[src/rtl/fetch_sequencer_pkg.sv]
// Shared front-end types and constants for the fetch sequencer.
// Holds the fetch FSM encoding, the NOP word and core-wide defaults.
package fetch_sequencer_pkg;

    localparam int          FETCH_WIDTH      = 32;
    localparam logic [31:0] FETCH_RESET_ADDR = 32'h0000_0000;
    localparam logic [31:0] NOP_INSTR        = 32'h0000_0013;

    typedef enum logic [1:0] {
        IDLE  = 2'd0,
        REQ   = 2'd1,
        OUT   = 2'd2,
        FAULT = 2'd3
    } fetch_state_t;

endpackage

[src/rtl/fetch_wait_timer.sv]
// Up-counter tracking how long a memory request has gone un-acked.
// expire flags the enabled cycle whose increment reaches MAX_WAIT.
module fetch_wait_timer
    import fetch_sequencer_pkg::*;
#(
    parameter int MAX_WAIT = 15,
    localparam int CW      = $clog2(MAX_WAIT + 1)
) (
    input  logic          clk,
    input  logic          rst_n,
    input  logic          clear,
    input  logic          enable,
    input  logic          load,
    input  logic [CW-1:0] load_val,
    output logic          expire
);

    logic [CW-1:0] count;

    always_ff @(posedge clk or negedge rst_n) begin
        if (!rst_n) begin
            count <= '0;
        end else if (clear) begin
            count <= '0;
        end else if (load) begin
            count <= load_val;
        end else if (enable && count != CW'(MAX_WAIT)) begin
            count <= count + CW'(1);
        end
    end

    assign expire = enable && (count == CW'(MAX_WAIT - 1));

endmodule

[src/rtl/fetch_sequencer.sv]
// Instruction fetch sequencer: owns the pc, runs one memory request at a
// time and hands fetched words to decode, with redirect and timeout.
module fetch_sequencer
    import fetch_sequencer_pkg::*;
#(
    parameter int               WIDTH      = FETCH_WIDTH,
    parameter logic [WIDTH-1:0] RESET_ADDR = FETCH_RESET_ADDR,
    parameter int               MAX_WAIT   = 15
) (
    input  logic             i_clock,
    input  logic             i_reset,
    input  logic             i_redirect,
    input  logic [WIDTH-1:0] i_redirect_addr,
    output logic             o_mem_req,
    output logic [WIDTH-1:0] o_mem_addr,
    input  logic             i_mem_ack,
    input  logic [WIDTH-1:0] i_mem_data,
    output logic             o_valid,
    input  logic             i_ready,
    output logic [WIDTH-1:0] o_pc,
    output logic [WIDTH-1:0] o_instr,
    output logic             o_fault
);

    localparam int CW = $clog2(MAX_WAIT + 1);

    fetch_state_t     state;
    logic [WIDTH-1:0] pc;
    logic [WIDTH-1:0] target;
    logic             squash;
    logic             in_req;
    logic             expire;

    assign target = {i_redirect_addr[WIDTH-1:2], 2'b00};
    assign in_req = (state == REQ);

    fetch_wait_timer #(
        .MAX_WAIT (MAX_WAIT)
    ) u_wait_timer (
        .clk      (i_clock),
        .rst_n    (i_reset),
        .clear    (!in_req || i_mem_ack),
        .enable   (in_req && !i_mem_ack),
        .load     (1'b0),
        .load_val ({CW{1'b0}}),
        .expire   (expire)
    );

    always_ff @(posedge i_clock or negedge i_reset) begin
        if (!i_reset) begin
            state      <= IDLE;
            pc         <= RESET_ADDR;
            squash     <= 1'b0;
            o_mem_req  <= 1'b0;
            o_mem_addr <= RESET_ADDR;
            o_valid    <= 1'b0;
            o_pc       <= '0;
            o_instr    <= WIDTH'(NOP_INSTR);
            o_fault    <= 1'b0;
        end else begin
            unique case (state)
                IDLE: begin
                    state     <= REQ;
                    o_mem_req <= 1'b1;
                    if (i_redirect) begin
                        pc         <= target;
                        o_mem_addr <= target;
                    end else begin
                        o_mem_addr <= pc;
                    end
                end
                REQ: begin
                    if (i_mem_ack) begin
                        if (i_redirect) begin
                            pc         <= target;
                            o_mem_addr <= target;
                            squash     <= 1'b0;
                        end else if (squash) begin
                            squash     <= 1'b0;
                            o_mem_addr <= pc;
                        end else begin
                            o_instr   <= i_mem_data;
                            o_pc      <= pc;
                            pc        <= pc + WIDTH'(4);
                            o_mem_req <= 1'b0;
                            o_valid   <= 1'b1;
                            state     <= OUT;
                        end
                    end else if (expire) begin
                        state     <= FAULT;
                        o_mem_req <= 1'b0;
                        o_fault   <= 1'b1;
                    end else if (i_redirect) begin
                        // address stays on the bus until the old ack
                        pc     <= target;
                        squash <= 1'b1;
                    end
                end
                OUT: begin
                    if (i_ready || i_redirect) begin
                        o_valid   <= 1'b0;
                        o_mem_req <= 1'b1;
                        state     <= REQ;
                        if (i_redirect) begin
                            pc         <= target;
                            o_mem_addr <= target;
                        end else begin
                            o_mem_addr <= pc;
                        end
                    end
                end
                FAULT: begin
                    o_mem_req <= 1'b0;
                    o_valid   <= 1'b0;
                end
                default: state <= FAULT;
            endcase
        end
    end

endmodule

[config.mk]
export PLATFORM = sky130hd
export DESIGN_NAME = fetch_sequencer
export DESIGN_NICKNAME = d
export VERILOG_FILES = /design/src/rtl/fetch_sequencer_pkg.sv /design/src/rtl/fetch_wait_timer.sv /design/src/rtl/fetch_sequencer.sv
export SDC_FILE = /design/constraint.sdc
export NUM_CORES = 1
export LEC_CHECK = 0
export CAP_MARGIN = 25
export CORE_MARGIN = 8
export CORE_UTILIZATION = 40
export CTS_CLUSTER_DIAMETER = 150
export DETAILED_ROUTE_END_ITERATION = 7
export HOLD_SLACK_MARGIN = 0.05
export PLACE_DENSITY = 0.79
export RECOVER_POWER = 100
export SYNTH_ARGS = -nofsm -noshare
export SYNTH_HDL_FRONTEND = slang
export SYNTH_SLANG_ARGS = --single-unit
[constraint.sdc]
create_clock -name i_clock -period 2.95 [get_ports i_clock]
set_input_delay 0.59 -clock i_clock [delete_from_list [all_inputs] [get_ports i_clock]]
set_output_delay 0.59 -clock i_clock [all_outputs]
set_load 0.03 [all_outputs]
==> flow_metrics.env, run 1 <==
export IMPL_p_total_mw=9.77
export IMPL_ys_warnings_count=0
export IMPL_syn_to_final_growth_pct=37.9
export IMPL_max_stage_delay_ps=820
export IMPL_violations="max-capacitance violations, max-slew violations"
export IMPL_tns_ps=0
export IMPL_p_per_area_mw_per_mm2=1100
export IMPL_drc=0
export IMPL_vias_per_cell=5.42
export IMPL_crit_arrival_ps=2930
export IMPL_grt_util_all_layers_pct=17.9
export IMPL_synth_yosys_seq_area_share_pct=53.6
export IMPL_slew_viol_final=66
export IMPL_max_freq_ghz=0.380
export IMPL_cts_hold_buf=0
export IMPL_syn_nets=655
export IMPL_hold_class="reg -> reg"
export IMPL_seq_power_share_pct=35.1
export IMPL_worst_setup_path_end_kind="register"
export IMPL_clk_pin_slew_worst_paths_ps=50
export IMPL_cts_root_buf="clkbuf_16"
export IMPL_ys_flop_type="dfrtp_1"
export IMPL_synth_edf_count=0
export IMPL_rsz0062_at_grt="no"
export IMPL_internal_power_mw=5.86
export IMPL_wire_per_inst_um=18.4
export IMPL_die_h_um=143
export IMPL_syn_cell_area_mm2=0.00645
export IMPL_final_hold_viol_count=0
export IMPL_synth_simple_gate_area_share_pct=13.2
export IMPL_ant_nets=0
export IMPL_antenna_found_initial=0
export IMPL_core_area_mm2=0.0158
export IMPL_critPathTopFamily="buffers and inverters"
export IMPL_switching_share_pct=40.0
export IMPL_p_sw_mw=3.90
export IMPL_layout_cells_non_filler=974
export IMPL_htreeDepth=4
export IMPL_worst_path_stages=5
export IMPL_startpoint="i_mem_ack"
export IMPL_status="finished with violations"
export IMPL_required_ps=3250
export IMPL_io_buffers=165
export IMPL_hold_ws_ps=455
export IMPL_clk_latency_ps=430
export IMPL_power_leakage_nw=3.85
export IMPL_reg2reg_slack_ps=560
export IMPL_relSlewSlack_pct=-11.0
export IMPL_start_util_pct=40.8
export IMPL_drive_gt1_share_pct=17.2
export IMPL_synth_compound_area_share_pct=14.0
export IMPL_synth_cell_types=64
export IMPL_cts_buffers=17
export IMPL_routed_wl_um=17900
export IMPL_dp_cells=942
export IMPL_grt_pass1_wl_um=28600
export IMPL_synthAdderAreaFrac_pct=0.582
export IMPL_grt_overflow_total=0
export IMPL_reg2reg_depth=4
export IMPL_rows=46
export IMPL_gp_congestion=0.798
export IMPL_crit_type="in -> reg"
export IMPL_path_buf_inv=2
export IMPL_worstMarginPinSlew_ps=1660
export IMPL_vias=5276
export IMPL_grt_pass1_vias=5338
export IMPL_detail_route_iter0_violations=418
export IMPL_crit_path_cell_trace="dlygate4sd3_1 > nand4bb_4 > nor2_4 > clkbuf_2 > mux2_2"
export IMPL_cts_sinks=138
export IMPL_die_x_um=143
export IMPL_synthMuxAreaShare_pct=14.6
export IMPL_post_cts_setup_buffers=0
export IMPL_cts_path_max_buffers=2
export IMPL_reg2reg_to="o_instr[18]"
export IMPL_max_cap_viol_count=1
export IMPL_ir_worst_vdd_mv=0.584
export IMPL_fin_crit_sh_pct=89.3
export IMPL_dp_hpwl_um=12900
export IMPL_layout_nets=817
export IMPL_power_share_clock_pct=23.3
export IMPL_min_period_ps=2630
export IMPL_cts_tree="yes"
export IMPL_crit_fanout=39
export IMPL_die_area_mm2=0.0204
export IMPL_setup_worst_path_end="o_instr[18]"
export IMPL_synthXorXnorAreaFrac_pct=0.136
export IMPL_drt_pre_antenna_iters=5
export IMPL_ys_seq_elements=138
export IMPL_worstSetupStartpointType="input port"
export IMPL_synth_top_family_by_area="multiplexers"
export IMPL_crit_path_top_delay_cell="clkbuf_2"
export IMPL_avgSynthCellArea_um2=11.1
export IMPL_post_cts_resize_count=0
export IMPL_syn_inst=583
export IMPL_pwr_share_comb_pct=41.7
export IMPL_num_antenna_cells=0
export IMPL_ios=168
export IMPL_finalSetupViolations=0
export IMPL_finClkSkew_ps=25.1
export IMPL_synthArstFlopShare_pct=100
export IMPL_grt_max_degree=66
export IMPL_timing_rr_start="state[1]"
[cells in the mapped netlist (all sizes together) (3+ instances only)]
master,instances,area [um^2]
nand3,21,120
o21ai,26,134
nor2,55,209
a21oi,51,259
inv,12,45.0
nand2,36,138
and3,5,31.3
buf,22,140
o22ai,11,68.8
nor3,3,15.0
mux2,64,721
a2bb2oi,5,43.8
ha,3,37.5
dfrtp,135,3380
o2bb2ai,3,26.3
clkbuf,17,65.1
mux2i,22,220
a21o,3,22.5
and2,4,25.0
a31oi,22,138
dfstp,3,78.8
o31ai,5,37.5
nor4,6,95.1
nand4,11,68.8
[power by group through the flow]
stage / sequential, mW / combinational (mW) / clock, mW
6_report: 3.43 / 4.07 / 2.27
3_5_place_dp: 3.48 / 4.35 / 0
3_3_place_gp: 3.44 / 4.29 / 0
5_1_grt: 3.57 / 4.34 / 2.40
4_1_cts: 3.46 / 4.37 / 2.32
2_1_floorplan: 4.54 / 1.39 / 0
[sequential cells by signal, summed over array words and instances, names as in the netlist]
name and cells:
u_wait_timer.count 4, o_pc 32, squash 1, state 2
pc 32, o_fault 1, o_mem_addr 32, o_valid 1
o_instr 32, o_mem_req 1
[routing by layer]
layer / part of all wire, % / track usage (%)
met5: 0 / 0
met4: 1.1 / 5.43
met3: 11 / 9.12
met2: 46 / 27.9
met1: 42 / 21.3
[through the flow]
stage                     util, %  instance area, um^2  worst slack (ps)
after floorplan                 -                 6450               981
after global placement       52.6                 8320               176
after detailed placement     52.6                 8320              91.9
after CTS                    56.5                 8950               554
after global routing         56.2                 8890               183
final                        56.2                 8890               317
[cell families after synthesis]
logic type / Yosys count
flip-flops: 138
adder cells (fa/ha/maj): 3
multiplexers: 86
buffers and inverters: 51
AO/OA/AOI/OAI: 146
AND/OR/NAND/NOR: 158
XOR/XNOR: 1
[final cells by class]
class,count,area [um^2]
fill,1346,6930
sequential,138,3460
tap,216,270
clock inverter,11,169
multi-input combinational,394,2750
inverter,12,45.0
timing repair buffer,182,1740
clock buffer,21,460
[cells in the final DEF (no fill, tap or decap), types with 3 or more instances in the layout]
cell	synthesis	routed
buf_4	8	7
clkinv_2	0	3
a21o_1	3	3
ha_1	3	3
mux2i_1	22	22
nor2_1	54	53
nand4_1	11	11
and2_1	4	3
a2bb2oi_1	5	5
bufinv_16	0	4
and3_1	5	5
clkbuf_16	0	17
nor4_4	3	3
clkbuf_2	1	8
nand3_1	18	18
dlygate4sd3_1	0	100
o31ai_1	5	5
nor3_1	3	3
a31oi_1	22	22
dfstp_2	3	3
o21ai_1	8	5
clkbuf_1	16	6
nand2_1	35	35
inv_1	12	12
clkdlybuf4s50_1	0	63
mux2_2	64	64
o21ai_0	17	20
a21oi_1	50	50
dfrtp_1	135	135
nand3_2	3	3
o2bb2ai_1	3	3
o22ai_1	11	11
[worst min path at each step]
| stage | slack (ps) | cells past startpoint | from | endpoint |
|---|---|---|---|---|
| after floorplan | 290 | 0 | i_reset | o_fault |
| after global placement | 440 | 1 | o_fault | o_fault |
| after detailed placement | 450 | 1 | o_fault | o_fault |
| after CTS | 180 | 1 | i_reset | pc[11] |
| after global routing | 480 | 1 | o_fault | o_fault |
| final | 450 | 1 | o_fault | o_fault |
Power figures use the tool's default switching activity.
==> run 2, diff against run 1 <==
CORE_UTILIZATION = 30   (was 40)
PLACE_DENSITY = 0.65   (was 0.79)
==> run 2 against run 1 <==
The flow still finishes with violations (max-capacitance violations, max-slew violations). Die area is 29% higher. Combinational power about the same. Via count decreased by 1.8%. Critical path depth is the same. Non-clock buffer count up 2. Critical path type unchanged.
==> flow_metrics.env, run 2 (synthesized netlist as in run 1, its figures left out) <==
export IMPL_status="finished with violations"
export IMPL_violations="max-capacitance violations, max-slew violations"
export IMPL_layout_setup_ws_ps=431
export IMPL_max_stage_delay_ps=710
export IMPL_start_util_pct=30.6
export IMPL_drive_gt1_share_pct=17.2
export IMPL_fin_area_mm2=0.00902
export IMPL_cts_buffers=17
export IMPL_final_hold_viol_count=0
export IMPL_core_area_mm2=0.0211
export IMPL_min_period_ps=2520
export IMPL_tns_ps=0
export IMPL_ios=168
export IMPL_routed_wl_um=18800
export IMPL_dp_cells=1003
export IMPL_final_common_cell="dfrtp_1"
export IMPL_htreeDepth=4
export IMPL_clk_latency_ps=420
export IMPL_critPathTopFamily="buffers and inverters"
export IMPL_crit_path_cell_trace="dlygate4sd3_1 > nand4bb_4 > nor2_4 > clkbuf_4 > mux2_2"
export IMPL_holdPathStages=1
export IMPL_die_x_um=163
export IMPL_worstSetupStartpointType="input port"
export IMPL_hold_class="reg -> reg"
export IMPL_dpl_instance_area_mm2=0.00843
export IMPL_grt_pass1_vias=5219
export IMPL_path_buf_inv=2
export IMPL_detail_route_iter0_violations=313
export IMPL_relSlewSlack_pct=-10.9
export IMPL_crit_type="in -> reg"
export IMPL_grt_max_degree=63
export IMPL_drc=0
export IMPL_num_antenna_cells=0
export IMPL_cts_tree="yes"
export IMPL_worstMarginPinSlew_ps=1660
export IMPL_crit_fanout=36
export IMPL_wire_per_inst_um=18.2
export IMPL_syn_to_final_growth_pct=39.8
export IMPL_cts_path_max_buffers=2
export IMPL_rows=53
export IMPL_reg2reg_depth=4
export IMPL_finalSetupViolations=0
export IMPL_gp_congestion=0.735
export IMPL_cts_hold_buf=0
export IMPL_ant_nets=0
export IMPL_worst_setup_path_end_kind="register"
export IMPL_post_cts_resize_count=0
export IMPL_post_place_ws_ps=158
export IMPL_max_cap_viol_count=1
export IMPL_vias=5180
export IMPL_p_total_mw=9.87
export IMPL_die_area_mm2=0.0264
export IMPL_rsz0062_at_grt="no"
export IMPL_max_freq_ghz=0.397
export IMPL_antenna_found_initial=1
export IMPL_worst_path_stages=5
export IMPL_grt_overflow_total=0
export IMPL_layout_cells_non_filler=1035
export IMPL_final_cell_mix="135 x dfrtp_1, 100 x dlygate4sd3_1, 64 x mux2_2"
export IMPL_power_leakage_nw=3.87
export IMPL_finClkSkew_ps=9.69
export IMPL_p_per_area_mw_per_mm2=1090
export IMPL_grt_pass1_wl_um=30000
export IMPL_fin_crit_sh_pct=85.4
export IMPL_hold_ws_ps=459
export IMPL_post_cts_setup_buffers=0
export IMPL_die_h_um=163
export IMPL_cts_root_buf="clkbuf_16"
export IMPL_drt_pre_antenna_iters=5
export IMPL_nFillCells=2027
export IMPL_layout_nets=819
export IMPL_required_ps=3250
export IMPL_grt_util_all_layers_pct=14.4
export IMPL_slew_viol_final=62
export IMPL_clk_pin_slew_worst_paths_ps=60
export IMPL_ir_worst_vdd_mv=0.564
export IMPL_cts_sinks=138
export IMPL_dp_hpwl_um=13600
export IMPL_post_route_util_pct=42.8
export IMPL_io_buffers=165
export IMPL_crit_path_top_delay_cell="dlygate4sd3_1"
export IMPL_crit_arrival_ps=2820
export IMPL_vias_per_cell=5.00
[run 2: final cells by class]
cell class / count / area, um^2 / share of cell area (%)
Clock buffer: 22 / 484 / 5.37
Clock inverter: 10 / 163 / 1.80
Inverter: 12 / 45.0 / 0.500
Multi-Input combinational cell: 394 / 2740 / 30.4
Sequential cell: 138 / 3460 / 38.3
Tap cell: 275 / 344 / 3.82
Timing Repair Buffer: 184 / 1780 / 19.8
[run 2: power by group]
part	internal (mW)	leakage [nW]	switching, mW	total, mW
Combinational	1.69	1.87	2.39	4.08
Sequential	2.73	1.68	0.710	3.44
Clock	1.51	0.313	0.841	2.35
Total	5.93	3.87	3.94	9.87
[run 2: worst register-to-register path: cells and delay by family, from the launching register on]
| kind | cells | cell delay [ps] |
|---|---|---|
| buffers and inverters | 1 | 550 |
| DFF | 1 | 500 |
| muxes | 1 | 410 |
| and+or+nand+nor | 2 | 710 |
[run 2: path summary, 6_finish.rpt]
kind                            from          end  slack (ps)
min                          o_fault      o_fault         460
max reg2reg                 state[1]  o_instr[22]         680
max                        i_mem_ack  o_instr[22]         430
max in group asynchronous    i_reset   o_instr[0]        1010
min in group asynchronous    i_reset      o_pc[7]         590
min reg2reg                  o_fault      o_fault         460
[run 2: metal layers]
layer | global-route usage (%) | up-vias | wire [um]
met2 | 21.8 | 202 | 8390
met5 | 0 | - | 13
met3 | 6.88 | 17 | 2140
li1 | - | 2465 | -
met4 | 3.92 | 2 | 186
met1 | 18.1 | 2494 | 8100
==> run 3, diff against run 2 <==
ABC_CLOCK_PERIOD_IN_PS = 2600   (was default)
clock period = 2.6 ns   (was 2.95 ns; I/O delays follow)
==> run 3 against run 2 <==
The run now ends clean. Sequential power grew 14%. Register-to-register slack got worse by 360 ps. Sequential cell count unchanged. First-iteration DRC count grew 8.3%. Non-clock buffer count up 5. Wire length grew 1.3%. Clock-buffer cell count is 2 lower. Worst setup slack worse by 200 ps. Clock power increased by 6%. Via count rose by 0.91%. Combinational power is 14% higher. Largest cell class unchanged.
==> flow_metrics.env, run 3 (synthesized netlist as in run 1, its figures left out) <==
export IMPL_layout_nets=824
export IMPL_top_usage_layer="met2"
export IMPL_final_hold_viol_count=0
export IMPL_max_cap_viol_count=0
export IMPL_die_h_um=163
export IMPL_cts_hold_buf=0
export IMPL_met1_usage_pct=18.0
export IMPL_nFillCells=2032
export IMPL_die_area_mm2=0.0264
export IMPL_final_cell_mix="135 x dfrtp_1, 99 x dlygate4sd3_1, 64 x mux2_2, 64 x clkdlybuf4s50_1, 54 x nor2_1"
export IMPL_htreeDepth=4
export IMPL_timing_rr_start="state[1]"
export IMPL_use_met2_pct=22.5
export IMPL_cts_path_max_buffers=2
export IMPL_crit_arrival_ps=2670
export IMPL_final_common_cell="dfrtp_1"
export IMPL_num_antenna_cells=0
export IMPL_cts_sinks=138
export IMPL_min_period_ps=2370
export IMPL_grt_pass1_wl_um=30400
export IMPL_syn_to_final_growth_pct=39.7
export IMPL_detail_route_iter0_violations=339
export IMPL_antenna_found_initial=1
export IMPL_wire_per_inst_um=18.3
export IMPL_slew_viol_final=0
export IMPL_hold_class="in -> async"
export IMPL_dpl_instance_area_mm2=0.00848
export IMPL_dp_hpwl_um=13700
export IMPL_ant_nets=0
export IMPL_post_cts_resize_count=0
export IMPL_worst_setup_path_end_kind="register"
export IMPL_relSlewSlack_pct=8.90
export IMPL_post_cts_setup_buffers=0
export IMPL_grt_pass1_vias=5481
export IMPL_p_per_area_mw_per_mm2=1230
export IMPL_clk_pin_slew_worst_paths_ps=60
export IMPL_drt_pre_antenna_iters=4
export IMPL_cts_tree="yes"
export IMPL_seqCellArea_mm2=0.00346
export IMPL_max_freq_ghz=0.422
export IMPL_grt_overflow_total=0
export IMPL_reg2reg_to="o_instr[14]"
export IMPL_cts_root_buf="clkbuf_16"
export IMPL_rsz0062_at_grt="no"
export IMPL_start_util_pct=30.6
export IMPL_status="finished clean"
export IMPL_reg2reg_slack_ps=320
export IMPL_drive_gt1_share_pct=17.9
export IMPL_grt_max_degree=53
export IMPL_reg2reg_depth=4
export IMPL_die_x_um=163
export IMPL_rows=53
export IMPL_crit_type="in -> reg"
export IMPL_ios=168
export IMPL_post_route_util_pct=42.7
export IMPL_vias_per_cell=5.03
export IMPL_worstSetupStartpointType="input port"
export IMPL_grt_util_all_layers_pct=14.6
export IMPL_routed_wl_um=19100
export IMPL_gp_congestion=0.774
export IMPL_finClkSkew_ps=12.9
export IMPL_crit_fanout=52
export IMPL_fin_area_mm2=0.00901
export IMPL_cts_buffers=17
export IMPL_finalSetupViolations=0
export IMPL_core_area_mm2=0.0211
export IMPL_fin_crit_sh_pct=91.1
export IMPL_io_buffers=165
export IMPL_use_met3_pct=6.62
export IMPL_worstMarginPinSlew_ps=1370
export IMPL_required_ps=2900
export IMPL_power_leakage_nw=3.89
export IMPL_ir_worst_vdd_mv=0.664
export IMPL_vias=5227
export IMPL_clk_latency_ps=420
export IMPL_multi_input_area_mm2=0.00275
export IMPL_drc=0
export IMPL_tns_ps=0
[run 3: layer usage]
metal	share of wire (%)	wire length (um)
met1	43	8150
met2	46	8840
met3	10	1920
met4	0.73	140
met5	0.068	13
[run 3: worst max-delay path, stage by stage]
cell	delay (ps)
clkdlybuf4s50_1	630
nand4bb_4	210
nor2_1	170
clkbuf_4	660
mux2_2	420
[run 3: where the power goes]
group,internal [mW],switching [mW],leakage (nW),total [mW]
clock network,1.55,0.938,0.296,2.49
logic,1.94,2.72,1.91,4.66
registers,3.10,0.812,1.68,3.92
total,6.59,4.47,3.89,11.1
[run 3: area by class of cell]
cell class / instances / share of cell area [%]
sequential: 138 / 38.4
clock buffer: 20 / 5.07
timing repair buffer: 189 / 20.2
tap: 275 / 3.82
clock inverter: 11 / 1.60
inverter: 12 / 0.500
multi-input combinational: 394 / 30.5
[run 3: worst max path at each step]
stage	start	end	slack (ps)
5_1_grt	i_mem_ack	o_instr[12]	140
6_report	i_mem_ack	o_instr[14]	230
4_1_cts	o_instr[0]	o_instr[0]	410
3_5_place_dp	i_mem_ack	pc[27]	-30
2_1_floorplan	i_redirect	o_instr[24]	700
3_3_place_gp	i_mem_ack	pc[13]	40
[run 3: stage by stage]
step / setup slack, ps / hold slack, ps / instances / total power, mW
2_1_floorplan: 701 / 224 / 583 / 6.72
3_3_place_gp: 39.2 / 447 / 1008 / 8.89
3_5_place_dp: -25.4 / 451 / 1008 / 8.98
4_1_cts: 409 / 72.2 / 1039 / 11.5
5_1_grt: 145 / 485 / 1039 / 11.7
6_report: 231 / 407 / 1039 / 11.1
